`config.mk`:
```
export PLATFORM = sky130hd
export DESIGN_NAME = hwrot_dispatch
export DESIGN_NICKNAME = d
export VERILOG_FILES = /design/src/rtl/hwrot_dispatch.sv
export SDC_FILE = /design/constraint.sdc
export NUM_CORES = 1
export LEC_CHECK = 0
export BUFFER_PORTS_ARGS = -buffer_cell sky130_fd_sc_hd__buf_2
export CORE_AREA = 5 5 365 367
export DETAILED_ROUTE_END_ITERATION = 8
export DIE_AREA = 0 0 370 372
export SYNTH_ARGS = -nofsm -noshare
export SYNTH_HDL_FRONTEND = slang
export SYNTH_SLANG_ARGS = --single-unit
```
`constraint.sdc`:
```
create_clock -name i_clk -period 10.94 [get_ports i_clk]
set_clock_uncertainty 0.1 [all_clocks]
set_input_delay 2.188 -clock i_clk [delete_from_list [all_inputs] [get_ports i_clk]]
set_output_delay 2.188 -clock i_clk [all_outputs]
set_load 0.05 [all_outputs]
```
`src/rtl/hwrot_dispatch.sv`:
```
// hwrot_dispatch: host-to-crypto-slot command dispatcher with base/stride decode,
// per-op FSM (done / timeout / abort) and a one-cycle slot clear pulse.
module hwrot_dispatch #(
  parameter int                   N_SLOTS     = 8,
  parameter int                   DATA_W      = 64,
  parameter logic [31:0]          BASE_ADDR   = 32'h0000_0020,
  parameter logic [31:0]          ADDR_STRIDE = 32'h0000_0010,
  parameter logic [15:0]          IMP_MASK    = 16'h00FF,
  parameter int                   TIMEOUT_W   = 20,
  parameter logic [TIMEOUT_W-1:0] TIMEOUT_CYC = 20'hFFFFF
) (
  input  logic                        i_clk,
  input  logic                        i_rst,
  input  logic [DATA_W-1:0]           i_data_in,
  input  logic [DATA_W-1:0]           i_add,
  input  logic [63:0]                 i_control,
  output logic [DATA_W-1:0]           o_data_out,
  output logic [1:0]                  o_end_op,
  output logic [N_SLOTS-1:0]          o_slot_en,
  output logic [N_SLOTS-1:0]          o_slot_clr,
  output logic [DATA_W-1:0]           o_slot_data_in,
  output logic [DATA_W-1:0]           o_slot_add,
  output logic [31:0]                 o_slot_control,
  input  logic [N_SLOTS*DATA_W-1:0]   i_slot_data_out,
  input  logic [N_SLOTS-1:0]          i_slot_end_op
);
  localparam int IW = N_SLOTS > 1 ? $clog2(N_SLOTS) : 1;
  localparam int SH = $clog2(ADDR_STRIDE);
  typedef enum logic [2:0] {IDLE, BUSY, DONE, ABORT, TOUT} state_t;
  state_t state, nxt;
  logic [31:0] addr, cmd, off, quo;
  logic [IW-1:0] idx, idx_q;
  logic [TIMEOUT_W-1:0] timer, timer_inc;
  logic mapped, slot_end, sw, tmo, clr_hit;
  always_comb begin
    addr = i_control[63:32];
    cmd = i_control[31:0];
    off = addr - BASE_ADDR;
    quo = off >> SH;
    idx = quo[IW-1:0];
    mapped = addr >= BASE_ADDR && (off & (ADDR_STRIDE - 32'd1)) == '0 && quo < 32'(N_SLOTS) && IMP_MASK[quo[3:0]];
    slot_end = i_slot_end_op[idx_q];
    sw = !mapped || idx != idx_q;
    timer_inc = &timer ? timer : timer + 1'b1;
    tmo = TIMEOUT_CYC != '0 && timer_inc == TIMEOUT_CYC;
    clr_hit = state == BUSY && !slot_end && (sw || tmo);
    nxt = state;
    unique case (state)
      IDLE: nxt = (mapped && cmd != '0) ? BUSY : IDLE;
      BUSY: nxt = slot_end ? DONE : sw ? ABORT : tmo ? TOUT : BUSY;
      DONE, TOUT: nxt = (cmd == '0 || sw) ? IDLE : state;
      default: nxt = IDLE;
    endcase
    // an unmapped address always drops the op, whatever the state
    if (!mapped) nxt = IDLE;
  end
  always_ff @(posedge i_clk or posedge i_rst) begin
    if (i_rst) begin
      state <= IDLE;
      timer <= '0;
      idx_q <= '0;
      o_slot_en <= '0;
      o_slot_clr <= '0;
      o_slot_data_in <= '0;
      o_slot_add <= '0;
      o_slot_control <= '0;
      o_data_out <= '1;
      o_end_op <= 2'b11;
    end else begin
      state <= nxt;
      timer <= state == IDLE ? '0 : state == BUSY ? timer_inc : timer;
      if (mapped) idx_q <= idx;
      o_slot_en <= mapped ? N_SLOTS'(1) << idx : '0;
      o_slot_clr <= clr_hit ? N_SLOTS'(1) << idx_q : '0;
      o_slot_data_in <= i_data_in;
      o_slot_add <= i_add;
      o_slot_control <= cmd;
      o_data_out <= mapped ? i_slot_data_out[idx_q*DATA_W +: DATA_W] : '1;
      o_end_op <= !mapped ? 2'b11 : nxt == DONE ? 2'b01 : (nxt == ABORT || nxt == TOUT) ? 2'b10 : {1'b0, slot_end};
    end
  end
endmodule

```
==> results of run 1 <==
-- synth_stat cells (5+ instances only) --
| master | n | area share [%] |
|---|---|---|
| a21oi_1 | 21 | 0.84 |
| a22o_1 | 6 | 0.42 |
| and3_1 | 8 | 0.40 |
| buf_1 | 14 | 0.42 |
| buf_2 | 10 | 0.40 |
| clkbuf_1 | 48 | 1.4 |
| dfrtp_1 | 202 | 41 |
| dfstp_2 | 66 | 14 |
| inv_1 | 11 | 0.33 |
| mux4_2 | 130 | 24 |
| nand2_1 | 158 | 4.8 |
| nand2b_1 | 5 | 0.25 |
| nand3_1 | 79 | 3.2 |
| nand4_1 | 13 | 0.65 |
| nor2_1 | 33 | 0.99 |
| nor3_1 | 14 | 0.56 |
| nor4_1 | 23 | 1.2 |
| o21ai_0 | 20 | 0.80 |
| o41ai_1 | 6 | 0.42 |
| or4_1 | 6 | 0.36 |
-- cells by family (layout without fill, tap and decap cells) --
group                    Yosys count  in the layout  share of synthesized area [%]
multiplexers                     135            135                          23.91
XOR/XNOR                           7              7                         0.4921
other                              0             42                              0
flip-flops                       268            268                          54.49
adder cells (fa/ha/maj)            2              2                         0.2008
buffers and inverters             84           1045                          2.631
AND/OR/NAND/NOR                  359            359                          13.50
AO/OA/AOI/OAI                     85             85                          4.771
-- flip-flops by register name, summed over array words and instances (netlist names) --
register,cells
idx_q,3
o_slot_add,64
o_data_out,64
o_slot_en,8
o_end_op,2
timer,20
o_slot_clr,8
state,3
o_slot_data_in,64
o_slot_control,32
-- final cells by class --
class,instances,area share [%]
tap,1742,10.61
inverter,12,0.2680
clock buffer,48,4.648
antenna,42,0.5117
multi-input combinational,588,26.01
clock inverter,16,1.005
timing repair buffer,969,23.84
sequential,268,33.11
-- worst max-delay path: stages --
cell and delay (ns):
buf_2 0.10, or4_1 0.54, or4_1 0.68, or4_1 0.56, a21o_1 0.22, a2111oi_4 0.73
buf_4 0.52, buf_4 0.48, nand3_1 0.18
-- stage by stage --
| stage | utilization, % | std cells | worst slack (ns) | area, sq um |
|---|---|---|---|---|
| 6_report | 15.90 | 3685 | 4.939 | 20540 |
| 5_1_grt | 15.84 | 3653 | 4.778 | 20460 |
| 4_1_cts | 15.82 | 3643 | 4.933 | 20430 |
| 3_5_place_dp | 14.92 | 3579 | 4.316 | 19270 |
| 3_3_place_gp | 14.92 | 3579 | 4.437 | 19270 |
| 2_1_floorplan | - | 940 | 1.379 | 12460 |
-- power by group --
group	switching (uW)	total (uW)	internal [uW]	leakage [uW]
Combinational	254	411	157	0.00532
Clock	510	1200	693	0.000567
Sequential	10.0	1030	1020	0.00313
Total	774	2650	1870	0.00902
-- worst max path at each step --
stage	end	slack [ns]	from
after floorplan	idx_q[0]$_DFFE_PP0N_	1.38	i_rst
after global placement	o_data_out[38]$_DFF_PP1_	4.44	i_control[51]
after detailed placement	o_data_out[46]$_DFF_PP1_	4.32	i_control[51]
after CTS	o_data_out[46]$_DFF_PP1_	4.93	i_control[51]
after global routing	o_data_out[46]$_DFF_PP1_	4.78	i_control[51]
final	o_data_out[46]$_DFF_PP1_	4.94	i_control[51]
-- per-layer routing --
layer  GRT usage, %  wire length (um)  part of all wire, %  up-vias
met3          8.661             15560                   15      232
met4          2.858              2374                  2.3       54
li1               -                 -                    -     5473
met5              0               373                 0.36        -
met1          16.21             37680                   37     6495
met2          22.11             46320                   45      900
==> results.py, run 1 <==
metrics = {
    "run_status": {
        "outcome": "completed",
    },
    "grt": {
        "grt_max_degree": 111,
        "antenna_found_initial": 122,
        "grt_remaining_overflow": 0,
        "grt_pass1_wl_um": 127700,
        "grtUsageTotal_pct": 14.00,
        "grt_pass1_vias": 13270,
    },
    "flow_run": {
        "maxCapViolCount": 0,
    },
    "route": {
        "antenna_left": 0,
        "wl_per_cell_um": 27.76,
        "vias": 13150,
        "drt_iter0_markers": 1164,
        "drc": 0,
        "routed_via_density": 3.570,
        "dr.pass1.iters": 6,
        "drt-total-wl_um": 102300,
    },
    "critical_path": {
        "worstReg2RegStart": "idx_q[0]$_DFFE_PP0N_",
        "r2r_slack_ns": 7.44,
        "cp-end-kind": "flip-flop",
        "cp.required_ns": 11.29,
        "reg2regPathDepth": 5,
        "critPathArrivalTime_ns": 6.35,
        "start_kind": "input pin",
        "reg2reg_to": "o_data_out[62]$_DFF_PP1_",
        "critPathMaxFanout": 34,
        "crit_type": "in -> reg",
    },
    "yosys": {
        "syn_avg_cell_area_sq_um": 13.25,
        "yosysSeqAreaShare_pct": 54.49,
        "ys_ff_latch": 268,
        "syn_nets": 1656,
        "synth_edf_count": 0,
        "async_reset_ff_share_pct": 100.0,
        "synth-main-ff-cell": "dfrtp_1",
        "synthCells": 940,
        "yosysWarnings": 0,
        "synth_cell_types": 55,
        "syn-cell-area_sq_um": 12460,
    },
    "timing": {
        "slew_headroom_pct": 36.12,
        "period_share_pct": 54.85,
        "timing.hold.ws_ns": 0.4950,
        "timing.final.hold_violations": 0,
        "finalSetupViolCount": 0,
        "fmax_mhz": 166.7,
        "grt_setup_unrepaired": "no",
        "worst-slew-pin-transition_ns": 0.9582,
        "fin_crit_ns": 6.001,
        "fin_tns_setup_ns": 0,
        "slew_violations": 0,
    },
    "floorplanning": {
        "core_sq_um": 129200,
        "die_h_um": 372,
        "die_w_um": 370,
        "rows": 132,
        "start_util_pct": 9.646,
        "die-area_sq_um": 137600,
        "io_pins": 956,
    },
    "power": {
        "totalPowerFinal_uw": 2646,
        "vdd_drop_max_uv": 84.61,
        "p_leak_uw": 0.009019,
        "power.density_nw_per_um2": 128.8,
    },
    "layout": {
        "final_common_cell": "buf_2",
        "mostFrequentLayoutCells": "buf_2 (955), dfrtp_1 (199), nand2_1 (158)",
        "layout-drive-gt1-share_pct": 64.97,
        "multiInputGateArea_sq_um": 5341,
        "nNetsFinal": 2590,
        "area_growth_pct": 64.87,
        "nFillCells": 14560,
        "regArea_sq_um": 6800,
    },
    "clock_network": {
        "numCtsBuffers": 35,
        "insertion_delay_ns": 0.59,
        "cts-root-buf": "clkbuf_16",
        "post_cts_buffers": 0,
        "cts.clk_slew.worst_paths_ns": 0.06,
        "htree_levels": 2,
        "cts.sinks": 268,
        "ctsLongestPathBuffers": 3,
        "cts_tree": "built",
        "cts.repair.resized": 0,
        "postCtsHoldBufs": 0,
    },
    "hold_path": {
        "hp-start": "state[1]$_DFF_PP0_",
        "hp-class": "reg -> reg",
        "whs_path_depth": 1,
        "min_to": "o_end_op[1]$_DFF_PP1_",
    },
    "placement": {
        "place_hpwl_um": 89270,
        "io_buffers": 955,
        "place_congestion": 0.9305,
    },
}
(Power assumes the default switching activity.)
==> run 2, diff against run 1 <==
- ABC_AREA: not set -> 1
- CORE_AREA: 5 5 365 367 -> 5 5 369 371
- DIE_AREA: 0 0 370 372 -> 0 0 374 376
- clock period: 10.94 -> 5.32 ns (I/O delays scaled with it)
==> results.py, run 2 <==
metrics = {
    "run_status": {
        "outcome": "completed",
    },
    "yosys": {
        "synthCells": 1799,
        "synth-main-ff-cell": "dfrtp_1",
        "syn_avg_cell_area_sq_um": 7.577,
        "synth_top_area_share_pct": 37.08,
        "synth_cell_types": 44,
        "synth_edf_count": 0,
        "syn-cell-area_sq_um": 13630,
        "synth.most_common_cell": "nand2_1",
        "yosys-top-cells-count": "nand2_1 (826), dfrtp_1 (202), nand4_1 (161)",
        "async_reset_ff_share_pct": 100.0,
        "syn_nets": 2516,
        "synthTopCellsByArea": "dfrtp_1 (37%), nand2_1 (23%), dfstp_2 (13%)",
        "ys_ff_latch": 268,
        "yosysSeqAreaShare_pct": 49.80,
        "yosysWarnings": 0,
        "yosysTopAreaCell": "dfrtp_1",
    },
    "clock_network": {
        "cts.sinks": 268,
        "cts-root-buf": "clkbuf_16",
        "insertion_delay_ns": 0.58,
        "postCtsHoldBufs": 0,
        "post_cts_buffers": 0,
        "ctsLongestPathBuffers": 3,
        "htree_levels": 2,
        "cts.repair.resized": 0,
        "cts.clk_slew.worst_paths_ns": 0.06,
        "cts_tree": "built",
        "numCtsBuffers": 38,
    },
    "layout": {
        "area_growth_pct": 60.76,
        "layout-drive-gt1-share_pct": 41.88,
        "mostFrequentLayoutCells": "buf_2 (955), nand2_1 (826), dfrtp_1 (201)",
        "fin_cells": 4575,
        "fin_area_sq_um": 21910,
        "final_common_cell": "buf_2",
        "nNetsFinal": 3445,
        "final_util_pct": 16.52,
        "reg_top3": "o_data_out x64, o_slot_add x64, o_slot_data_in x64",
    },
    "route": {
        "vias": 17120,
        "antenna_left": 0,
        "wl_per_cell_um": 25.63,
        "dr.pass1.iters": 6,
        "drc": 0,
        "drt_iter0_markers": 1345,
        "routed_via_density": 3.741,
        "drt-total-wl_um": 117200,
    },
    "hold_path": {
        "hp-class": "in -> async",
    },
    "placement": {
        "place_hpwl_um": 101200,
        "place_congestion": 1.004,
        "place_area_sq_um": 20530,
        "io_buffers": 955,
        "place_inst": 4456,
    },
    "grt": {
        "grtUsageTotal_pct": 15.80,
        "grt_remaining_overflow": 0,
        "grt_pass1_wl_um": 152600,
        "antenna_found_initial": 90,
        "grt_pass1_vias": 17110,
        "grt_max_degree": 151,
    },
    "power": {
        "p_leak_uw": 0.01019,
        "power.density_nw_per_um2": 256.1,
        "vdd_drop_max_uv": 187.5,
    },
    "critical_path": {
        "cp-end-kind": "flip-flop",
        "reg2reg_to": "o_end_op[1]$_DFF_PP1_",
        "start_kind": "input pin",
        "critPathMaxFanout": 43,
        "crit_type": "in -> reg",
        "critPathArrivalTime_ns": 4.00,
        "r2r_slack_ns": 1.83,
        "reg2regPathDepth": 12,
        "cp.required_ns": 5.72,
        "worstReg2RegStart": "state[1]$_DFF_PP0_",
    },
    "timing": {
        "fmax_mhz": 277.5,
        "finalSetupViolCount": 0,
        "fin_tns_setup_ns": 0,
        "timing.final.hold_violations": 0,
        "slew_headroom_pct": 32.49,
        "grt_setup_unrepaired": "no",
        "slew_violations": 0,
        "fin_crit_ns": 3.604,
        "worst-slew-pin-transition_ns": 1.013,
        "period_share_pct": 67.74,
        "timing.hold.ws_ns": 0.3124,
    },
    "floorplanning": {
        "core_sq_um": 132600,
        "die-area_sq_um": 140600,
        "start_util_pct": 10.28,
        "die_w_um": 374,
        "io_pins": 956,
        "die_h_um": 376,
        "rows": 134,
    },
    "flow_run": {
        "maxCapViolCount": 0,
    },
}
==> run 2: cell count changes after synthesis, moves of 39 or more <==
cell / delta
nand4_1: +148
nand3_1: +39
mux4_2: -130
nor2_1: +72
inv_1: +67
nand2_1: +668
==> run 2: metrics by stage <==
stage / power [uW] / setup slack [ns]
final: 5612 / 1.716
after detailed placement: 3029 / 1.102
after floorplan: 2516 / 0.6704
after global placement: 3029 / 1.113
after global routing: 5857 / 1.525
after CTS: 5733 / 1.756
==> run 2: cell families after synthesis <==
logic type | count (synthesis) | share of synthesized area, %
and+or+nand+nor | 1295 | 41.79
adders and majority gates | 3 | 0.2754
DFF | 268 | 49.80
xor gates and xnor gates | 15 | 0.9637
buffers and inverters | 169 | 4.901
AOI/OAI and AO/OA | 49 | 2.267
==> run 2: worst max-delay path: stages <==
cell and delay, ns:
buf_2 0.17, inv_2 0.15, ha_1 0.36, nand2_4 0.14, nor2_8 0.20, nand2_1 0.07
nand2_1 0.09, nand2_1 0.06, nor2_1 0.16, nand2_1 0.09, nor2_1 0.11, nand2_1 0.08
nor2_2 0.16, nand2_1 0.19, inv_4 0.36, buf_12 0.27, nand3_1 0.14
==> run 2: report_power, final <==
group          internal [uW]  switching (uW)
sequential              2100            22.8
clock                   1500            1120
combinational            278             584
==> run 2: how the worst max path moves through the flow <==
stage                               end          start  depth (start not counted)
2_1_floorplan      idx_q[0]$_DFFE_PP0N_          i_rst                          1
3_3_place_gp       idx_q[2]$_DFFE_PP0N_  i_control[37]                         18
3_5_place_dp   o_data_out[39]$_DFF_PP1_  i_control[37]                         17
4_1_cts        o_data_out[39]$_DFF_PP1_  i_control[37]                         17
5_1_grt          o_slot_en[1]$_DFF_PP0_  i_control[37]                         17
6_report       o_data_out[39]$_DFF_PP1_  i_control[37]                         17
==> run 2: final cells by class <==
class                           count  area (sq um)
Sequential cell                   268          6793
Clock inverter                     17         214.0
Antenna cell                       49         122.6
Timing Repair Buffer              972          4995
Fill cell                       15170        110700
Clock buffer                       53          1047
Tap cell                         1768          2212
Multi-Input combinational cell   1362          6190
Inverter                           86         341.6
==> run 2: metal layers <==
metal | vias to the layer above | wire (um) | GRT usage [%] | share of wire (%)
li1 | 7783 | - | - | -
met1 | 8127 | 45380 | 19.14 | 39
met2 | 996 | 51580 | 24.50 | 44
met3 | 180 | 16780 | 8.725 | 14
met4 | 30 | 3289 | 3.646 | 2.8
met5 | - | 207 | 0 | 0.18
==> run 3, diff against run 2 <==
- clock period: 5.32 -> 3.2 ns (I/O delays scaled with it)
==> results.py, run 3 (synthesis gave the netlist of run 2 again) <==
metrics = {
    "layout": {
        "mostFrequentLayoutCells": "buf_2 (955), nand2_1 (826), dfrtp_1 (201)",
        "final_common_cell": "buf_2",
        "reg_top3": "o_data_out x64, o_slot_add x64, o_slot_data_in x64",
        "nNetsFinal": 3489,
        "layout-drive-gt1-share_pct": 42.89,
        "area_growth_pct": 62.94,
        "nFillCells": 15290,
    },
    "timing": {
        "fin_tns_setup_ns": 0,
        "grt_setup_unrepaired": "no",
        "fmax_mhz": 349.6,
        "fin_crit_ns": 2.860,
        "finalSetupViolCount": 0,
        "slew_violations": 0,
        "layout_setup_ws_ns": 0.3397,
        "timing.final.hold_violations": 0,
        "slew_headroom_pct": 46.90,
        "worst-slew-pin-transition_ns": 0.7942,
        "period_share_pct": 89.38,
    },
    "clock_network": {
        "numCtsBuffers": 36,
        "insertion_delay_ns": 0.58,
        "cts.clk_slew.worst_paths_ns": 0.06,
        "cts_tree": "built",
        "htree_levels": 2,
        "post_cts_buffers": 0,
        "ctsLongestPathBuffers": 3,
        "cts.sinks": 268,
        "cts-root-buf": "clkbuf_16",
        "cts.repair.resized": 0,
    },
    "critical_path": {
        "cp-end-kind": "flip-flop",
        "cp_cell_sequence": "ha_1 -> inv_2 -> nor2_4 -> nand2_4 -> nor2_4 -> nand2_4 -> nand2_1 -> inv_1 -> nor3_1 -> nand3_2 -> nor2_4 -> nand2_2 -> nand2_4 -> nand2_4 -> nor2_4 -> inv_1 -> nand2_1 -> nand2_1",
        "worstReg2RegStart": "timer[0]$_DFFE_PP0P_",
        "crit_slowest_cell": "dfrtp_1",
        "reg2reg_to": "o_end_op[1]$_DFF_PP1_",
        "cp.required_ns": 3.59,
        "crit_type": "reg -> reg",
        "r2r_slack_ns": 0.34,
        "crit_path_max_incr_delay_ns": 0.45,
        "reg2regPathDepth": 18,
        "critPathArrivalTime_ns": 3.25,
        "critPathMaxFanout": 18,
        "start_kind": "flip-flop",
    },
    "placement": {
        "place_congestion": 0.9769,
        "io_buffers": 955,
        "place_hpwl_um": 103400,
        "dp_slack_ns": 0.03156,
    },
    "hold_path": {
        "min_to": "o_slot_add[44]$_DFF_PP0_",
        "hp-class": "in -> reg",
        "hp-start": "i_add[44]",
        "whs_path_depth": 1,
    },
    "route": {
        "drt_iter0_markers": 1391,
        "vias": 17260,
        "dr.pass1.iters": 5,
        "wl_per_cell_um": 25.66,
        "drc": 0,
        "antenna_left": 0,
        "drt-total-wl_um": 118100,
        "routed_via_density": 3.751,
    },
    "power": {
        "vdd_drop_max_uv": 288.6,
        "power.density_nw_per_um2": 409.6,
        "p_leak_uw": 0.01040,
        "totalPowerFinal_uw": 9098,
    },
    "floorplanning": {
        "die_w_um": 374,
        "die-area_sq_um": 140600,
        "start_util_pct": 10.28,
        "rows": 134,
        "die_h_um": 376,
        "io_pins": 956,
        "core_sq_um": 132600,
    },
    "grt": {
        "grt_remaining_overflow": 0,
        "grt_pass1_wl_um": 152300,
        "grt_pass1_vias": 17020,
        "grt_max_degree": 80,
        "grtUsageTotal_pct": 15.86,
        "antenna_found_initial": 82,
    },
    "run_status": {
        "outcome": "completed",
    },
    "flow_run": {
        "maxCapViolCount": 0,
    },
}
[run 3: changes by cell type in the layout (fill, tap and decap cells not counted), sizes merged]
cell and delta:
buf +45, diode -15, clkinv -3, bufinv -2, clkbuf -1, clkinvlp +1, dlygate4sd3 +1, inv +1
[run 3: how the worst max path moves through the flow]
stage                                     from                  endpoint  slack (ns)  depth (start not counted)
after floorplan                          i_rst      idx_q[0]$_DFFE_PP0N_       -1.03                          1
after global placement           i_control[44]  o_data_out[28]$_DFF_PP1_        0.01                         16
after detailed placement         i_control[44]  o_data_out[41]$_DFF_PP1_        0.03                         16
after CTS                 timer[0]$_DFFE_PP0P_     o_end_op[1]$_DFF_PP1_        0.27                         18
after global routing      timer[0]$_DFFE_PP0P_     o_end_op[0]$_DFF_PP1_        0.07                         17
final                     timer[0]$_DFFE_PP0P_     o_end_op[1]$_DFF_PP1_        0.34                         18
[run 3: routing by layer]
layer  GRT usage (%)  vias up  routed length [um]
li1                -     7843                   -
met1           20.48     8288               49030
met2           24.71      924               52220
met3           6.773      174               13770
met4           3.292       32                2867
met5               0        -                 196
[run 3: critical path, delay by kind of cell (launching register included)]
family | cells | cell delay, ns
and+or+nand+nor | 14 | 1.65
DFF | 1 | 0.45
adders and majority gates | 1 | 0.36
buffers and inverters | 3 | 0.20
[run 3: where the power goes]
part           internal (uW)  switching (uW)  total (uW)
clock                   2340            1750        4090
sequential              3500            40.9        3540
combinational            487             982        1470
total                   6320            2780        9100
[run 3: layout make-up]
cell class	count	area [sq um]	area share [%]
Sequential cell	268	6793	30.58
Multi-Input combinational cell	1362	6190	27.87
Timing Repair Buffer	1018	5405	24.34
Tap cell	1768	2212	9.959
Clock buffer	52	1061	4.777
Inverter	86	341.6	1.538
Clock inverter	14	123.9	0.5577
Antenna cell	34	85.08	0.3831
[run 3: per-stage QoR]
step,instance area [sq um],hold slack [ns],utilization [%],instances
after floorplan,13640,0.4129,-,1799
after global placement,20930,0.4786,15.78,4501
after detailed placement,20930,0.4786,15.78,4501
after CTS,22130,0.0003671,16.68,4568
after global routing,22150,0.008715,16.70,4577
final,22210,0.05907,16.75,4602
[run 3: repair_timing]
item	in CTS	in global routing
hold buffers	1	0
setup endpoints to repair	0	0
hold endpoints to repair	13	0
